[src/rtl/rv_pkg.sv]
// Shared definitions for the RV64 decode stage: ALU control bit indices,
// major opcodes and the decoded-entry record carried through the ID/EX register.
package rv_pkg;

  localparam int XLEN       = 64;
  localparam int ALU_CTRL_W = 17;

  localparam int ALU_ADD  = 0;
  localparam int ALU_SUB  = 1;
  localparam int ALU_SLT  = 2;
  localparam int ALU_SLTU = 3;
  localparam int ALU_AND  = 4;
  localparam int ALU_XOR  = 5;
  localparam int ALU_OR   = 6;
  localparam int ALU_SLL  = 7;
  localparam int ALU_SRL  = 8;
  localparam int ALU_SRA  = 9;
  localparam int ALU_LUI  = 10;
  localparam int ALU_BEQ  = 11;
  localparam int ALU_BNE  = 12;
  localparam int ALU_BLT  = 13;
  localparam int ALU_BGE  = 14;
  localparam int ALU_BLTU = 15;
  localparam int ALU_BGEU = 16;

  localparam logic [6:0] OP     = 7'b0110011;
  localparam logic [6:0] OP_IMM = 7'b0010011;
  localparam logic [6:0] LUI    = 7'b0110111;
  localparam logic [6:0] AUIPC  = 7'b0010111;
  localparam logic [6:0] BRANCH = 7'b1100011;

  typedef struct packed {
    logic [ALU_CTRL_W-1:0] alu_ctrl;
    logic [XLEN-1:0]       sr1;
    logic [XLEN-1:0]       sr2;
    logic [XLEN-1:0]       imm;
    logic [XLEN-1:0]       pc;
    logic [4:0]            rd;
    logic                  rf_we;
    logic                  is_branch;
    logic                  illegal;
  } entry_t;

  function automatic logic [ALU_CTRL_W-1:0] alu_onehot(input int idx);
    logic [ALU_CTRL_W-1:0] v;
    v = '0;
    v[idx] = 1'b1;
    return v;
  endfunction

endpackage

[src/rtl/rv_decoder.sv]
// Combinational decode of one instruction (plus its PC and register reads)
// into a complete ID/EX entry; illegal encodings produce a zeroed op word.
module rv_decoder
  import rv_pkg::*;
(
  input  logic [31:0]     inst_i,
  input  logic [XLEN-1:0] pc_i,
  input  logic [XLEN-1:0] rdata1_i,
  input  logic [XLEN-1:0] rdata2_i,
  output entry_t          entry_o
);

  logic [6:0]            opcode;
  logic [2:0]            funct3;
  logic [6:0]            funct7;
  logic [XLEN-1:0]       imm_i;
  logic [XLEN-1:0]       imm_u;
  logic [XLEN-1:0]       imm_b;
  logic                  legal;
  logic                  writes_rd;
  logic [ALU_CTRL_W-1:0] ctrl;
  logic [XLEN-1:0]       sr1;
  logic [XLEN-1:0]       sr2;

  assign opcode = inst_i[6:0];
  assign funct3 = inst_i[14:12];
  assign funct7 = inst_i[31:25];
  assign imm_i  = {{52{inst_i[31]}}, inst_i[31:20]};
  assign imm_u  = {{32{inst_i[31]}}, inst_i[31:12], 12'b0};
  assign imm_b  = {{51{inst_i[31]}}, inst_i[31], inst_i[7], inst_i[30:25], inst_i[11:8], 1'b0};

  always_comb begin
    legal     = 1'b1;
    writes_rd = 1'b0;
    ctrl      = '0;
    sr1       = rdata1_i;
    sr2       = rdata2_i;
    case (opcode)
      OP: begin
        writes_rd = 1'b1;
        legal     = (funct7 == 7'b0000000) || (funct7 == 7'b0100000);
        case (funct3)
          3'b000: ctrl = alu_onehot(inst_i[30] ? ALU_SUB : ALU_ADD);
          3'b001: begin ctrl = alu_onehot(ALU_SLL); sr2 = {58'b0, rdata2_i[5:0]}; end
          3'b010: ctrl = alu_onehot(ALU_SLT);
          3'b011: ctrl = alu_onehot(ALU_SLTU);
          3'b100: ctrl = alu_onehot(ALU_XOR);
          3'b101: begin
            ctrl = alu_onehot(inst_i[30] ? ALU_SRA : ALU_SRL);
            sr2  = {58'b0, rdata2_i[5:0]};
          end
          3'b110: ctrl = alu_onehot(ALU_OR);
          default: ctrl = alu_onehot(ALU_AND);
        endcase
      end
      OP_IMM: begin
        writes_rd = 1'b1;
        sr2       = imm_i;
        // No subtract-immediate exists, so inst[30] only matters for right shifts.
        case (funct3)
          3'b000: ctrl = alu_onehot(ALU_ADD);
          3'b001: begin ctrl = alu_onehot(ALU_SLL); sr2 = {58'b0, inst_i[25:20]}; end
          3'b010: ctrl = alu_onehot(ALU_SLT);
          3'b011: ctrl = alu_onehot(ALU_SLTU);
          3'b100: ctrl = alu_onehot(ALU_XOR);
          3'b101: begin
            ctrl = alu_onehot(inst_i[30] ? ALU_SRA : ALU_SRL);
            sr2  = {58'b0, inst_i[25:20]};
          end
          3'b110: ctrl = alu_onehot(ALU_OR);
          default: ctrl = alu_onehot(ALU_AND);
        endcase
      end
      LUI: begin
        writes_rd = 1'b1;
        ctrl      = alu_onehot(ALU_LUI);
        sr1       = '0;
        sr2       = imm_u;
      end
      AUIPC: begin
        writes_rd = 1'b1;
        ctrl      = alu_onehot(ALU_ADD);
        sr1       = pc_i;
        sr2       = imm_u;
      end
      BRANCH: begin
        case (funct3)
          3'b000: ctrl = alu_onehot(ALU_BEQ);
          3'b001: ctrl = alu_onehot(ALU_BNE);
          3'b100: ctrl = alu_onehot(ALU_BLT);
          3'b101: ctrl = alu_onehot(ALU_BGE);
          3'b110: ctrl = alu_onehot(ALU_BLTU);
          3'b111: ctrl = alu_onehot(ALU_BGEU);
          default: legal = 1'b0;
        endcase
      end
      default: legal = 1'b0;
    endcase

    entry_o    = '0;
    entry_o.pc = pc_i;
    entry_o.rd = inst_i[11:7];
    if (legal) begin
      entry_o.alu_ctrl  = ctrl;
      entry_o.sr1       = sr1;
      entry_o.sr2       = sr2;
      entry_o.is_branch = (opcode == BRANCH);
      entry_o.imm       = (opcode == BRANCH) ? imm_b : '0;
      entry_o.rf_we     = writes_rd && (inst_i[11:7] != 5'd0);
    end else begin
      entry_o.illegal = 1'b1;
    end
  end

endmodule

[src/rtl/id_ex_stage.sv]
// Decode stage with ID/EX output register and a one-entry skid buffer so that
// if_ready comes straight from a flop.
module id_ex_stage
  import rv_pkg::*;
(
  input  logic                  clk,
  input  logic                  rst_n,
  input  logic                  flush,
  input  logic                  if_valid,
  output logic                  if_ready,
  input  logic [XLEN-1:0]       if_pc,
  input  logic [31:0]           if_inst,
  output logic [4:0]            rf_raddr1,
  output logic [4:0]            rf_raddr2,
  input  logic [XLEN-1:0]       rf_rdata1,
  input  logic [XLEN-1:0]       rf_rdata2,
  output logic                  ex_valid,
  input  logic                  ex_ready,
  output logic [ALU_CTRL_W-1:0] ex_alu_ctrl,
  output logic [XLEN-1:0]       ex_alu_sr1,
  output logic [XLEN-1:0]       ex_alu_sr2,
  output logic [XLEN-1:0]       ex_imm,
  output logic [XLEN-1:0]       ex_pc,
  output logic [4:0]            ex_rd,
  output logic                  ex_rf_we,
  output logic                  ex_is_branch,
  output logic                  ex_illegal
);

  entry_t dec_entry;
  entry_t out_q, out_d;
  entry_t skid_q, skid_d;
  logic   out_valid_q, out_valid_d;
  logic   skid_valid_q, skid_valid_d;
  logic   if_ready_q;
  logic   accept;

  assign rf_raddr1 = if_inst[19:15];
  assign rf_raddr2 = if_inst[24:20];

  rv_decoder u_decoder (
    .inst_i   (if_inst),
    .pc_i     (if_pc),
    .rdata1_i (rf_rdata1),
    .rdata2_i (rf_rdata2),
    .entry_o  (dec_entry)
  );

  assign accept = if_valid && if_ready_q;

  always_comb begin
    out_d        = out_q;
    skid_d       = skid_q;
    out_valid_d  = out_valid_q;
    skid_valid_d = skid_valid_q;
    if (!out_valid_q || ex_ready) begin
      // OUT is free this cycle; the skid entry is older and goes first.
      if (skid_valid_q) begin
        out_d       = skid_q;
        out_valid_d = 1'b1;
        if (accept) begin
          skid_d = dec_entry;
        end else begin
          skid_valid_d = 1'b0;
        end
      end else begin
        out_valid_d = accept;
        if (accept) out_d = dec_entry;
      end
    end else if (accept) begin
      skid_d       = dec_entry;
      skid_valid_d = 1'b1;
    end
  end

  always_ff @(posedge clk) begin
    if (!rst_n) begin
      out_q        <= '0;
      skid_q       <= '0;
      out_valid_q  <= 1'b0;
      skid_valid_q <= 1'b0;
      if_ready_q   <= 1'b1;
    end else if (flush) begin
      out_valid_q  <= 1'b0;
      skid_valid_q <= 1'b0;
      if_ready_q   <= 1'b1;
    end else begin
      out_q        <= out_d;
      skid_q       <= skid_d;
      out_valid_q  <= out_valid_d;
      skid_valid_q <= skid_valid_d;
      if_ready_q   <= ~skid_valid_d;
    end
  end

  assign if_ready     = if_ready_q;
  assign ex_valid     = out_valid_q;
  assign ex_alu_ctrl  = out_q.alu_ctrl;
  assign ex_alu_sr1   = out_q.sr1;
  assign ex_alu_sr2   = out_q.sr2;
  assign ex_imm       = out_q.imm;
  assign ex_pc        = out_q.pc;
  assign ex_rd        = out_q.rd;
  assign ex_rf_we     = out_q.rf_we;
  assign ex_is_branch = out_q.is_branch;
  assign ex_illegal   = out_q.illegal;

endmodule
[config.mk]
export PLATFORM = sky130hd
export DESIGN_NAME = id_ex_stage
export DESIGN_NICKNAME = d
export VERILOG_FILES = /design/src/rtl/rv_pkg.sv /design/src/rtl/rv_decoder.sv /design/src/rtl/id_ex_stage.sv
export SDC_FILE = /design/constraint.sdc
export NUM_CORES = 1
export LEC_CHECK = 0
export CORE_UTILIZATION = 40
export CTS_CLUSTER_DIAMETER = 60
export CTS_CLUSTER_SIZE = 25
export DETAILED_ROUTE_END_ITERATION = 10
export MAX_ROUTING_LAYER = met4
export PLACE_DENSITY_LB_ADDON = 0.05
export SYNTH_ARGS = -nofsm -noshare
export SYNTH_HDL_FRONTEND = slang
export SYNTH_SLANG_ARGS = --single-unit
[constraint.sdc]
create_clock -name clk -period 2.6 [get_ports clk]
set_input_delay 0.39 -clock clk [delete_from_list [all_inputs] [get_ports clk]]
set_output_delay 0.39 -clock clk [all_outputs]
set_load 0.02 [all_outputs]
* After elaboration in Yosys (flattened, before gate mapping)
Cells that the tools add are included.
** Operators by class
- Bitwise operators :: 3
- Reduce and logical (&&, ||, !) cells :: 19
- Mux-type cells :: 31
- $lt $le $gt $ge :: 4
- Eq/ne operators :: 14
** Operators with widths (count)
- 281-bit two-way mux :: 5
- 17-bit one-hot mux with 7 select lines :: 2
- 209-bit two-way mux :: 1
- 64-bit two-way mux :: 3
- 64-bit one-hot mux with 3 select lines :: 1
- 64-bit one-hot mux with 2 select lines :: 1
- 17-bit one-hot mux with 6 select lines :: 1
- 17-bit one-hot mux with 5 select lines :: 1
- 32-bit by 1-bit greater-or-equal comparator with 1-bit output (second input constant) :: 2
- 32-bit by 7-bit < comparator with 1-bit output (second input constant) :: 2
- 7-bit by 6-bit equality test with 1-bit output (second input constant) :: 3
- 7-bit by 5-bit equality test with 1-bit output (second input constant) :: 2
- 3-bit equality test (second input constant) :: 4
- 1-bit two-way mux :: 12
- 1-bit demux with 5-bit select :: 2
- 7-bit equality test (second input constant) :: 1
- 7-bit zero test :: 1
- 3-bit by 2-bit equality test with 1-bit output (second input constant) :: 2
- 2-bit OR reduction :: 3
- 6-bit OR reduction :: 1
- 5-bit nonzero test :: 1
- 1-bit logical AND :: 4
- 4-bit OR reduction :: 1
- 3-bit by 1-bit equality test with 1-bit output (second input constant) :: 1
- other kinds (11) :: 14
** Word-level totals
- Flip-flop bits (word level) :: 565
- Word-level logic and storage cells :: 92
- Output and inout bits :: 293
- Input port bits :: 229

* Depth between registers and ports, before layout
Gate-level depths: netlist (run 1).
- Word-level depth :: 11
- Mapped depth :: 9
- Gate-level depth less buffers :: 5

* Cells and area by module
From an unflattened synthesis (run 1), not the netlist that was laid out.
** Second synthesis, totals
- Cell total of the unflattened synthesis :: 3340
- Area total of the unflattened synthesis :: 29054.1 um^2
** By module, submodules not included
- id_ex_stage :: seq. area each 11310.8 um^2, instances 1, cells an instance 2774, area an instance 25466.9 um^2
- rv_decoder :: seq. area each 0.0 um^2, instances 1, cells an instance 566, area an instance 3587.2 um^2

* Least setup slack after synthesis (run 1)
Ideal clock, no wire load.
- Path type :: input to register
- From :: input port if_inst[3]
- To :: register out_q (netlist bit ex_alu_sr1[34])
- Data required time :: 2.468 ns
- Slack :: 0.509 ns
- Library setup time :: 0.132 ns
- Buffers on the path :: 4
- Arrival time :: 1.959 ns
- Cell stages on the path :: 9
- Path through :: and3b_1 clkbuf_1 and3_1 clkbuf_1 buf_2 buf_2 mux2_2 nand3_1 a31oi_1
** Between the ends
- Word-level cells in the longest chain between the ends :: 6
- Elaborated cells on any way between the ends :: 11
- Those cells by class :: eq/ne: 5; mux: 5; reduce/logical: 1
** Ends and longest elaborated chain
- start, declared :: line id_ex_stage.sv:12 : input logic [31:0] if_inst,
- 7-bit by 6-bit equality test with 1-bit output / 7-bit by 5-bit equality test with 1-bit output (equally long branches) :: line rv_decoder.sv:38 : case (opcode)
- 3-bit OR reduction (no line)
- 1-bit one-hot mux with 3 select lines :: line rv_decoder.sv:38
- 209-bit two-way mux * :: line rv_decoder.sv:103 : if (legal) begin
- 281-bit two-way mux * :: line id_ex_stage.sv:68 : if (accept) out_d = dec_entry;
- 281-bit two-way mux * :: line id_ex_stage.sv:58 : if (skid_valid_q) begin
- end signal, assigned :: line id_ex_stage.sv:88 : out_q <= out_d;
- end, declared :: line id_ex_stage.sv:31 : entry_t out_q, out_d;
Mark *: on every way between the ends. The rest lies on a longest branch, timed or not. The select of a mux whose other input is x is not followed.
A chain may end at the register's enable or synchronous reset.

==> metrics.cfg, run 1 <==
[detailed_routing]
num_vias = 19910
drc = 0
initialDrtViolationCount = 1597
wire_per_inst_um = 20.20
viasPerCell = 5.572
first_pass_iters = 6
ant_nets = 0
wl_um = 72170

[logic_synthesis]
synth_nets = 2738
yosys_warnings = 0
async_reset_ff_frac = 0
synth_cell_type_count = 48
synth_area_um2 = 20620
syn_avg_cell_area_um2 = 8.217
synth_cells = 2509
netlist.area_leader.share = 0.4476
ys_ff_latch = 461
synth_edf_count = 0
ys_top_cells_by_area = dfxtp_1 (45%), nand2_1 (8.3%), nand3_1 (5.8%), a21oi_1 (5.3%), clkbuf_1 (3.6%)
synth_top_area_cell = dfxtp_1
seq_area_frac_synth = 0.4476
synth_ff_type = dfxtp_1

[clocking]
cts.clk_slew.worst_paths_ns = 0.08
cts.sinks = 461
htree_num_levels = 2
postCtsSetupRepairBufs = 0
cts_tree = yes
clockBufferDepth = 3
ctsResizeCount = 0
ctsHoldBuffers = 0
clk_latency_ns = 0.58
numCtsBuffers = 40
clockRootBuffer = clkbuf_16

[worst_setup_path]
path_buf_inv = 2
path_max_fanout = 52
cpPeakStageDelay_ns = 0.70
cpMaxStageDelayCell = clkdlybuf4s50_1
endpoint_kind = primary output
timing.rr.start = skid_valid_q
cp-start-kind = flip-flop
cp_data_arrival_time_ns = 1.98
reg2reg_to = ex_alu_sr2[12]
rrSetupSlack_ns = 0.54
rr_worst_depth = 5
cp_cell_sequence = buf_4, clkdlybuf4s50_1
critPathTopFamily = buffers and inverters
path_class = reg -> out
crit_required_ns = 2.21

[floorplanning]
boundaryPins = 522
die_y_um = 229.0
coreArea_um2 = 50480
start_util = 0.4084
row_count = 82
die_w_um = 229.0
die-area_um2 = 52450

[global_route]
grt-ovfl-total = 0
grt_pass1_wl_um = 111300
grt_pass1_vias = 18960
grt_usage = 0.2725
grt_antenna_before_repair = 5
grt_max_degree = 127

[timing]
setup_violations = 0
relSlewSlack = 0.3083
finClkSkew_ns = 0.01707
slew_viol_final = 0
rsz0062_at_grt = false
tightest_slew_ns = 1.038
hold_viol = 0
timing.hold.ws_ns = 0.2735
fmax_mhz = 421.6
post-route-period-util = 0.9124
setup_ws_ns = 0.2278
fin_crit_ns = 2.372

[placed_design]
dp_cells = 3494
place_congestion = 0.8592
placement.io_buffers = 520
post-place-ws_ns = -0.05342
postPlaceCellArea_um2 = 26340
dp_hpwl_um = 47800

[run_status]
status = finished clean

[cells_and_area]
final-instance-count-excl-fill = 3573
final_area_um2 = 27730
nets = 3093
drive_above_1_share = 0.08909
area_growth_pct = 34.48
post-route-util = 0.5493

[flow_run]
drv_cap = 0

[min_path]
hold_end = ex_alu_sr2[55]
whs_path_depth = 2
hold_start = rst_n
hp-class = in -> reg

[power]
leakagePower_uw = 0.009771
pwr_density_cell_nw_per_um2 = 577.9
peakVddDrop_mv = 0.3934

==> layout by cell type, fill, tap and decap left out, drive strengths merged, types with 2 or more instances in the layout <==
cell,instances
o31ai,20
nand3b,4
a32o,5
nand4,3
clkinv,8
o211ai,3
nor2b,88
nand3,238
a31oi,65
dfxtp,461
a32oi,2
mux2,64
o211a,36
and2,2
or3,8
mux2i,69
a22oi,33
diode,5
clkdlybuf4s50,518
nand2b,6
buf,105
a21oi,218
a211oi,78
clkbuf,43
inv,26
nor3,24
nor2,116
o31a,6
a22o,33
a21o,7
or4,3
a311oi,4
nor4,5
o21ai,94
nand2,456
a221oi,34
==> routing by layer <==
metal / share of wire / global-route usage / vias to the layer above / wire [um]
met5: 0 / - / - / 0
met4: 0.025 / 0.07667 / 0 / 1826
met3: 0.074 / 0.05827 / 96 / 5356
met2: 0.47 / 0.4298 / 718 / 33710
met1: 0.43 / 0.3507 / 9599 / 31280
li1: - / - / 9497 / -
==> synth_stat cells (all sizes together), types with 3 or more instances <==
cell and count:
or4 3, a32o 5, nand3 238, o31a 6, o31ai 20, o21ai 94
nor4 5, a211oi 78, a311oi 4, buf 114, nor2 116, a21o 7
o211ai 3, a22o 33, inv 5, nand2 456, nor3 24, or3 8
dfxtp 461, a221oi 34, nor2b 88, mux2i 69, o211a 36, nand4 3
mux2 64, a22oi 33, a21oi 218, a31oi 65, nand3b 4, nand2b 6
clkbuf 196
==> state kept, by name (all words and copies together), names as in the netlist, 5 cells and up <==
| register | count |
|---|---|
| ex_rd | 5 |
| ex_alu_sr1 | 64 |
| ex_alu_sr2 | 64 |
| ex_pc | 64 |
| ex_alu_ctrl | 17 |
| skid_q | 229 |
| ex_imm | 12 |
==> where the power goes <==
group          internal, uW  total [uW]  switching [uW]
registers              7240        7340             106
clock network          3190        6370            3180
logic                  1060        2310            1250
==> metrics by stage <==
stage,setup TNS [ns],power (uW)
global route,0,16620
finish,0,16020
global placement,-0.7676,9792
floorplan,0,8648
detailed placement,-1.354,9811
CTS,0,16170
==> worst max-delay path by stage <==
stage          startpoint             end  slack (ns)  cells past startpoint
5_1_grt        ex_imm[62]      ex_imm[21]        0.13                      2
6_report       ex_imm[62]      ex_imm[21]        0.23                      2
3_3_place_gp   if_inst[6]     skid_q[256]       -0.05                      9
4_1_cts        ex_imm[62]      ex_imm[21]        0.20                      2
2_1_floorplan  if_inst[3]  ex_alu_sr1[34]        0.51                      9
3_5_place_dp   if_inst[6]  ex_alu_sr1[61]       -0.05                      9
==> cell families after synthesis <==
| family | synth area share |
|---|---|
| AOI/OAI and AO/OA | 0.2029 |
| buffers and inverters | 0.07319 |
| muxes | 0.06845 |
| and+or+nand+nor | 0.2077 |
| DFF | 0.4476 |
| other | 0.0001819 |
==> cell type report <==
| class | count | area (um2) |
|---|---|---|
| fill | 4738 | 22750 |
| tap | 672 | 840.8 |
| antenna | 5 | 12.51 |
| multi-input combinational | 1733 | 9935 |
| sequential | 461 | 9233 |
| clock inverter | 31 | 336.6 |
| clock buffer | 43 | 1033 |
| timing repair buffer | 623 | 6309 |
| inverter | 5 | 26.28 |
No activity file was read; power rests on OpenSTA's default activity.
==> inputs of run 2 (changes only) <==
- ABC_AREA: not set -> 1
- GPL_ROUTABILITY_DRIVEN: not set -> 1
==> run 2 against run 1 <==
Utilization fell by 0.68 points. Total power rose by 2.8%. Critical endpoint is now ex_imm[26]. Critical path depth did not move. Largest cell class unchanged. Clock power rose by 2%. Synthesized area fell by 0.75%. Design area fell by 1.6%. Sequential power rose by 2%. Via count rose by 6.7%. First-iteration DRC count fell by 5.0%. Flip-flop and latch count did not move. Largest power group unchanged. Maximum frequency fell by 2.8%. Highest routed layer unchanged.
==> metrics.cfg, run 2 <==
[floorplanning]
boundaryPins = 522  ; unchanged
die_w_um = 228.2  ; -0.37%
row_count = 82  ; unchanged
start_util = 0.4070  ; -0.001419
die-area_um2 = 52060  ; -0.75%
coreArea_um2 = 50270  ; -0.41%
die_y_um = 228.2  ; -0.37%

[timing]
fin_setup_tns_ns = 0  ; unchanged
setup_violations = 0  ; unchanged
slew_viol_final = 0  ; unchanged
fin_crit_ns = 2.441  ; +0.06891 ns
setup_ws_ns = 0.1589  ; -0.06891 ns
post-route-period-util = 0.9389  ; +0.02651
finClkSkew_ns = 0.03511  ; +0.01804 ns
tightest_slew_ns = 1.115  ; +0.07728 ns
hold_viol = 0  ; unchanged
rsz0062_at_grt = false
fmax_mhz = 409.7  ; -2.8%
relSlewSlack = 0.2567  ; -0.05152

[cells_and_area]
post-route-util = 0.5425  ; -0.006792
nets = 3412  ; +10%
final_cell_mix = nand2_1 (563), clkdlybuf4s50_1 (519), a21oi_1 (487)
largest_register_ffs = 229  ; unchanged
final_common_cell = nand2_1
area_growth_pct = 33.28
drive_above_1_share = 0.05014  ; -0.03895
largest_register = skid_q

[clocking]
htree_num_levels = 2  ; unchanged
cts_tree = yes
postCtsSetupRepairBufs = 0  ; unchanged
clockBufferDepth = 3  ; unchanged
numCtsBuffers = 38  ; -5.0%
clockRootBuffer = clkbuf_16
cts.clk_slew.worst_paths_ns = 0.08  ; about the same
ctsResizeCount = 0  ; unchanged
cts.sinks = 461  ; unchanged
clk_latency_ns = 0.59  ; about the same
ctsHoldBuffers = 0  ; unchanged

[detailed_routing]
drc = 0  ; unchanged
num_vias = 21240  ; +6.7%
wl_um = 73620  ; +2.0%
viasPerCell = 5.456  ; -2.1%
route.met2.wl_um = 34380  ; +2.0%
wire_per_inst_um = 18.92  ; -6.4%
met3_length_um = 5407  ; +0.95%
ant_nets = 0  ; unchanged
first_pass_iters = 7  ; +1
initialDrtViolationCount = 1517  ; -5.0%
wl_met1_um = 31430  ; +0.50%
route.top_layer_used = met4

[min_path]
hp-class = in -> reg

[worst_setup_path]
path_max_fanout = 53  ; +1.9%
cp-start-kind = flip-flop
crit_required_ns = 2.21  ; about the same
endpoint_kind = primary output
cp_data_arrival_time_ns = 2.05  ; +0.07 ns
path_class = reg -> out

[logic_synthesis]
yosysMostFrequentCell = nand2_1
synth_nets = 3107  ; +13%
synth_simple_gate_area_frac = 0.1909  ; -0.01677
syn_avg_cell_area_um2 = 7.110  ; -13%
synth_area_um2 = 20460  ; -0.75%
ys_top_cells_by_area = dfxtp_1 (45%), a21oi_1 (12%), o21ai_0 (12%), nand2_1 (10%), nand3_1 (5.5%)
netlist_top_cells_count = nand2_1 (566), a21oi_1 (487), o21ai_0 (475), dfxtp_1 (461), nand3_1 (226)
synth_top_area_cell = dfxtp_1
synthAdderAreaFrac = 0  ; unchanged
synth_cells = 2878  ; +15%
synth_cell_type_count = 23  ; -52%
synth-compound-area-share = 0.2621  ; +0.05926
netlist.area_leader.share = 0.4510  ; +0.003394
synth_edf_count = 0  ; unchanged
muxShareOfSynthArea = 0  ; -0.06845
async_reset_ff_frac = 0  ; unchanged
synth_ff_type = dfxtp_1
synth-xor-area-share = 0  ; unchanged
ys_ff_latch = 461  ; unchanged
synth_top_family_by_area = compound AO/OA/AOI/OAI gates
yosys_warnings = 0  ; unchanged
seq_area_frac_synth = 0.4510  ; +0.003394

[placed_design]
placement.io_buffers = 520  ; unchanged
place_congestion = 0.8857  ; +3.1%
post-place-ws_ns = -0.08090  ; -0.02748 ns
dp_hpwl_um = 47400  ; -0.86%

[global_route]
grt_pass1_vias = 19920  ; +5.1%
grt_pass1_wl_um = 113300  ; +1.9%
grt_antenna_before_repair = 7  ; +2
grt-ovfl-total = 0  ; unchanged
grt_max_degree = 157  ; +24%
grt_usage = 0.2767  ; +0.004183

[power]
p_int_uw = 11940  ; +3.9%
p_total_uw = 16470  ; +2.8%
p_seq_frac = 0.456  ; -0.002
leakagePower_uw = 0.01084  ; +11%
peakVddDrop_mv = 0.4330  ; +10%
clkPwrFrac = 0.394  ; -0.004
pwr-share-comb = 0.150  ; +0.006
pwr_density_cell_nw_per_um2 = 603.8  ; +4.5%
power.switching_uw = 4529  ; -0.13%
p_sw_frac = 0.2751  ; -0.007938

[run_status]
status = finished clean

[flow_run]
drv_cap = 0  ; unchanged

## run 2: cell count changes after synthesis, sizes merged, moves of 32 or more
cell,previous run,this run
a211oi,78,0
a21oi,218,487
a221oi,34,0
a22o,33,0
a22oi,33,0
inv,5,89
mux2,64,0
mux2i,69,0
nand2,456,566
nor2,116,148
nor2b,88,0
o211a,36,0
o21ai,94,475
## run 2: cells by family (layout without fill, tap and decap cells)
family	after synthesis	count (layout)
AOI/OAI and AO/OA	1046	1046
buffers and inverters	419	752
other	1	10
and+or+nand+nor	951	951
DFF	461	461
## run 2: power by group through the flow
stage,logic [uW],clock network [uW],registers (uW)
global route,2650,6880,7540
CTS,2480,6630,7510
finish,2470,6490,7510
global placement,2440,0,7660
floorplan,931,0,7920
detailed placement,2460,0,7670
## run 2: metrics by stage
| step | area [um2] | hold WS, ns | instances |
|---|---|---|---|
| 6_report | 27270 | 0.3110 | 3892 |
| 4_1_cts | 27250 | 0.3046 | 3883 |
| 2_1_floorplan | 20460 | 0.4258 | 2878 |
| 3_3_place_gp | 25870 | 0.4372 | 3815 |
| 3_5_place_dp | 25870 | 0.4425 | 3815 |
| 5_1_grt | 27270 | 0.3435 | 3891 |
## run 2: critical path: stages, from the launching register on
cell and delay (ns):
dfxtp_2 0.32, buf_4 0.38, clkdlybuf4s50_1 0.72
## run 2: worst paths after layout
check / startpoint / to / slack [ns] / cells past startpoint
worst max-delay path: ex_imm[62] / ex_imm[26] / 0.16 / 2
worst min-delay path: rst_n / ex_alu_sr1[6] / 0.31 / 3
worst max register to register: skid_valid_q / ex_alu_ctrl[14] / 0.70 / 4
worst min register to register: skid_q[7] / skid_q[7] / 0.45 / 2
## run 2: metal layers
metal	vias up	track usage
met5	-	-
met3	118	0.06113
met2	737	0.4356
met4	0	0.1047
li1	10300	-
met1	10080	0.3454
## run 2: layout make-up
type / count / area (um2)
Clock inverter: 27 / 385.4
Tap cell: 672 / 840.8
Sequential cell: 461 / 9234
Fill cell: 4814 / 23000
Antenna cell: 9 / 22.52
Timing Repair Buffer: 594 / 6141
Inverter: 90 / 350.3
Clock buffer: 41 / 993.5
Multi-Input combinational cell: 1998 / 9304
==> RTL edit: new RTL, settings of run 2 <==
Reset style: asynchronous (`rst_n`), changed in one clocked block.
--- a/src/rtl/id_ex_stage.sv
+++ b/src/rtl/id_ex_stage.sv
@@ -75,3 +75,3 @@
 
-  always_ff @(posedge clk) begin
+  always_ff @(posedge clk or negedge rst_n) begin
     if (!rst_n) begin
Check against the original RTL: not settled (the Yosys comparison gave no result); the edit may change what the design does.
==> RTL edit against run 2 <==
- synthesized area grew 7.3%
- critical path depth is the same
- clock skew is essentially flat
- total power grew 19%
- sequential cell count is the same
- core utilization shrank 0.34 points
- cell area grew 6.8%
- setup slack lost 0.030 ns
- routed wire length shrank 3.5%
- fmax shrank 1.2%
==> RTL edit: results (changes against run 2) <==
hold_buffers: 1  # +1
status: "finished clean"
met1_usage_pct: 34.6  # +0.053 points
synth_ff_type: "dfrtp_1"
crit_path_max_incr_delay_ns: 0.70  # -0.02 ns
grt_usage_pct: 26.0  # -1.6 points
arrival_ns: 2.08  # +0.03 ns
grt_pass1_vias: 19700  # -1.2%
antenna_found_initial: 14  # +7
skew_ns: 0.0352  # +0.000102 ns
grt_max_degree: 192  # +22%
switching_share_pct: 30.8  # +3.3 points
cts_made_buffers: 39  # +2.6%
vias_per_cell: 5.07  # -7.1%
firstDrtPassIters: 6  # -1
layout.nets: 3476  # +1.9%
p_leak_uw: 0.0145  # +34%
wl_per_cell_um: 17.8  # -5.8%
dp_hpwl_mm: 46.5  # -1.8%
use_met2_pct: 38.9  # -4.6 points
dp_cells: 3901  # +2.3%
synthTopCellsByArea: "dfrtp_1, nand2_1, o21ai_0"
synthArstFlopShare_pct: 100  # +100 points
layout.cells.non_filler: 3986  # +2.4%
grt_pass1_wl_mm: 112  # -0.85%
grt.met3_usage_pct: 6.05  # -0.062 points
fin_util_pct: 53.9  # -0.34 points
gp_congestion: 0.842  # -5.0%
yosys.cell_types.count: 26  # +13%
ir_drop_v: 0.000460  # +6.3%
syn_area_per_cell_um2: 7.61  # +7.0%
drt_iter0_drc: 1515  # -0.13%
placed_cell_area_um2: 27600  # +6.8%
die_area_um2: 55800  # +7.2%
nFillCells: 5151  # +7.0%
synth_compound_gate_area_share_pct: 11.5  # -15 points
worstMarginPinSlew_ns: 0.928  # -0.187 ns
place_ws_ns: -0.0322  # +0.0487 ns
synth_mux_area_share_pct: 0.0456  # +0.046 points
internal-power_uw: 13600  # +14%
RTL edit: layout make-up:
| class | instances | area share, % |
|---|---|---|
| antenna | 14 | 0.120 |
| inverter | 131 | 1.74 |
| clock inverter | 26 | 1.36 |
| sequential | 461 | 39.6 |
| tap | 696 | 2.99 |
| timing repair buffer | 583 | 20.9 |
| multi-input combinational | 2031 | 29.7 |
| clock buffer | 44 | 3.60 |
RTL edit: final timing paths:
check,startpoint,end,slack [ns],cells past startpoint
hold reg to reg,ex_imm[7]$_DFFE_PN0P_,ex_imm[7]$_DFFE_PN0P_,0.48,2
min in group clk,if_pc[30],ex_pc[30]$_DFFE_PN0P_,0.39,3
hold / removal,rst_n,skid_q[189]$_DFFE_PN0P_,0.34,2
setup / recovery,ex_imm[62]$_DFFE_PN0P_,ex_imm[51],0.13,2
setup reg to reg,skid_valid_q$_DFF_PN0_,ex_imm[1]$_DFFE_PN0P_,0.41,5
max in group asynchronous,rst_n,ex_alu_sr2[38]$_DFFE_PN0P_,1.36,3
